$ cat src/rtl/settle_timer.sv
// ---------------------------------------------------------------------------
// settle_timer
// Loadable down-counter measuring how long a pattern settles before sampling.
//   clk, rst : clock and synchronous active-high reset
//   load     : load load_val (takes priority over en)
//   load_val : number of further cycles to wait after the load cycle
//   en       : count down by one while not yet expired
//   expired  : registered flag, high once the count has reached zero
// ---------------------------------------------------------------------------
module settle_timer #(
    parameter int CNT_W = 4
) (
    input  logic             clk,
    input  logic             rst,
    input  logic             load,
    input  logic [CNT_W-1:0] load_val,
    input  logic             en,
    output logic             expired
);

    logic [CNT_W-1:0] count_r;
    logic             expired_r;

    // Counter and expiry flag; the flag is computed alongside the count so it
    // is valid in the very cycle the count reaches zero.
    always_ff @(posedge clk) begin
        if (rst) begin
            count_r   <= {CNT_W{1'b0}};
            expired_r <= 1'b0;
        end else if (load) begin
            count_r   <= load_val;
            expired_r <= (load_val == {CNT_W{1'b0}});
        end else if (en && (count_r != {CNT_W{1'b0}})) begin
            count_r   <= count_r - {{(CNT_W-1){1'b0}}, 1'b1};
            expired_r <= (count_r == {{(CNT_W-1){1'b0}}, 1'b1});
        end else begin
            count_r   <= count_r;
            expired_r <= expired_r;
        end
    end

    assign expired = expired_r;

endmodule

$ cat config.mk
export PLATFORM = sky130hd
export DESIGN_NAME = settle_timer
export DESIGN_NICKNAME = d
export VERILOG_FILES = /design/src/rtl/settle_timer.sv
export SDC_FILE = /design/constraint.sdc
export NUM_CORES = 1
export LEC_CHECK = 0
export ABC_AREA = 1
export BUFFER_PORTS_ARGS = -buffer_cell sky130_fd_sc_hd__buf_2
export CAP_MARGIN = 20
export CORE_AREA = 2 2 39 41
export DETAILED_ROUTE_END_ITERATION = 6
export DIE_AREA = 0 0 41 43
export PLACE_DENSITY_LB_ADDON = 0.3
export SYNTH_ARGS = -nofsm -noshare
export SYNTH_HDL_FRONTEND = slang
export SYNTH_SLANG_ARGS = --single-unit
$ cat constraint.sdc
create_clock -name clk -period 1.4 [get_ports clk]
set_input_delay 0.35 -clock clk [delete_from_list [all_inputs] [get_ports clk]]
set_output_delay 0.35 -clock clk [all_outputs]
set_load 0.01 [all_outputs]
==> metrics.md <==
| Metric | Value |
|---|---|
| Outcome | `completed` |
| Mean Syn Cell Area | `approximately 6.5 sq um` |
| Setup_tns | `0 ps` |
| Starting density of the core | `between 20% and 30%` |
| Switching share of power | `roughly 30%` |
| Cell area after synthesis | `about 330 sq um` |
| PwrDens | `roughly 1100 nW/um^2` |
| # setup viols final | `0` |
| Core ar. | `about 1400 sq um` |
| Vias post-DR | `approximately 330` |
| Fill cells | `around 160` |
| Final worst setup slack | `approximately 160 ps` |
| Clock power share | `~36%` |
| Post-layout util | `30.02%` |
| Critical Path Start | `count_r[0]` |
| Leak pwr | `0.2156 nW` |
| Antenna Nets Post-Route | `0` |
| Max Fclk | `between 0.8 and 0.9 GHz` |
| Number of I/O pins | `9` |
| Drt total wl | `662 microns` |
| Max-cap check violation count | `0` |
| H-tree Lvls | `1` |
| DR WL/cell | `approximately 8.5 microns` |
| Clk buf depth | `2` |
| DIE HEIGHT | `43 microns` |
| Initial antenna violation count | `0` |
| Clock buffer count from CTS | `3` |
| VDD IR max | `0.3515 mV` |
| Total track usage | `about a tenth` |
| Worst path required time | `about 1500 ps` |
| Synth cell types | `14` |
| Minimum clock period after layout | `between 1000 and 1500 ps` |
| Combinational Power Share | `between 20 and 30%` |
| Hold wc startpoint | `rst` |
| Clock latency on the worst-skew pair | `240 ps` |
| Share of total power in sequential cells | `between 30% and 40%` |
| Synthesized flop and latch total | `5` |
| Drt first pass iters | `4` |
| Cell row count | `14` |
| Port-buffer cells | `8` |
| Area growth syn-to-layout | `27.20%` |
| Tcrit/Tclk final | `88.29%` |
| Worst-path clk slew | `40 ps` |
| Dpl ws | `between 100 and 150 ps` |
| Gate Count Post-Synth | `50` |
| CTS tree | `yes` |
| Critical path arrival | `~1400 ps` |
| Grt ovf | `0` |
| HP Class | `input pin to flip-flop` |
| Number of warnings issued by yosys | `0` |
| Worst r2r src | `count_r[0]` |
| Vias per cell | `4.218` |
| Critical-path maximum fanout | `5` |
| Clock tree root buffer cell | `clkbuf_4` |
| First-pass GRT wire length | `about 1100 microns` |
| Die width | `~41 microns` |
| Final nets | `73` |
| Slew Limit Fails | `0` |
| Vias in the first global route | `284` |
| Tightest Pin Transition | `~160 ps` |
| Post-synthesis sequential area ratio | `between 30% and 40%` |
| DP HPWL | `~520 microns` |
| RSZ-0062 raised after global routing | `false` |
| DR iter-0 viols | `2` |
| Critical path class | `flip-flop to flip-flop` |
| Largest net degree at the start of global routing | `7` |
| Clk sinks | `5` |
| Share of cells above drive strength 1 | `between 20% and 30%` |
| Endpoint class of the critical path | `flip-flop` |
| Syn_nets | `60` |
| DRC | `0` |
| Type of origin of the critical path | `flip-flop` |
| Final Hold Viols | `0` |
| Internal power | `~0.31 mW` |
| Psw | `between 0.1 and 0.15 mW` |
| Clk_skew | `between 0.15 and 0.2 ps` |
| Die ar. | `around 1800 sq um` |
| Relative slew slack | `between 80% and 90%` |
| Hold_buf cts | `0` |
| Final GP Congestion | `approximately 0.68` |
| Number of diodes | `0` |
## cell type report
| class | count | area [sq um] | area share (%) |
|---|---|---|---|
| clock buffers | 4 | 26.28 | 6.325 |
| inverters | 7 | 26.28 | 6.325 |
| multi-input cells | 38 | 202.7 | 48.80 |
| flip-flops and latches | 5 | 100.1 | 24.10 |
| well taps | 16 | 20.02 | 4.819 |
| repair buffers | 8 | 40.04 | 9.639 |
## power by group through the flow
stage	combinational, mW	clock [mW]	sequential (mW)
after detailed placement	0.114	0	0.171
after floorplan	0.0832	0	0.170
final	0.116	0.164	0.169
after CTS	0.115	0.175	0.169
after global placement	0.116	0	0.172
after global routing	0.136	0.181	0.171
## registers in the layout (all words and copies together) (netlist names)
register	count
count_r	4
expired	1
## stage by stage
step | hold WS (ps) | area [sq um] | std cells | power [mW]
after floorplan | 412.4 | 326.6 | 50 | 0.2537
after global placement | 496.0 | 386.6 | 74 | 0.2877
after detailed placement | 494.3 | 386.6 | 74 | 0.2858
after CTS | 295.2 | 412.9 | 78 | 0.4594
after global routing | 308.6 | 415.4 | 78 | 0.4877
final | 300.8 | 415.4 | 78 | 0.4494
## logic make-up (layout without fill, tap and decap cells)
group	after synthesis	in the layout	synth area share, %
buf+inv	7	19	8.047
fa+ha+maj	2	2	7.662
flops	5	5	30.65
xor+xnor	1	1	2.682
simple gates	28	28	39.08
compound gates	7	7	11.88
## path summary, 6_finish.rpt
path                     end  slack (ps)  cells after the start
setup reg to reg     expired         160                      8
hold reg to reg      expired         520                      2
hold / removal    count_r[2]         300                      2
setup / recovery     expired         160                      8
## layer usage
metal  share of wire, %  vias up  global-route usage [%]
met1                 48      126                   13.55
met3                9.1        2                   1.571
li1                   -      185                       -
met2                 40       16                   11.56
met4                2.1        0                   10.00
met5                  0        -                       0
## synthesized netlist by cell type (all sizes together)
| master | instances | area [sq um] |
|---|---|---|
| a21oi | 5 | 28.78 |
| nand3b | 2 | 15.01 |
| nand2 | 14 | 62.56 |
| nand3 | 4 | 20.02 |
| ha | 2 | 25.02 |
| xnor2 | 1 | 8.760 |
| o21ai | 2 | 10.01 |
| nor2 | 8 | 30.03 |
| inv | 7 | 26.28 |
| dfxtp | 5 | 100.1 |
## what timing repair did
item / in CTS / in global routing
setup endpoints to repair: 0 / 1
gates resized for setup: 0 / 2
setup buffers: 0 / 0
## placed cells by master, fill, tap and decap left out, types with 2 or more instances in the layout
cell type / count
a21oi_1: 4
buf_2: 8
clkbuf_4: 3
dfxtp_1: 5
ha_1: 2
inv_1: 5
inv_2: 2
nand2_1: 12
nand3_1: 4
nand3b_1: 2
nor2_1: 7
## critical path, stage by stage, from the launching register on
cell and delay (ps):
dfxtp_1 340, inv_1 90, ha_1 230, nand2_1 90, nand2_2 80, nand2_4 100, inv_2 50, nor2_1 90
nor2_1 60
Power figures use the tool's default switching activity.
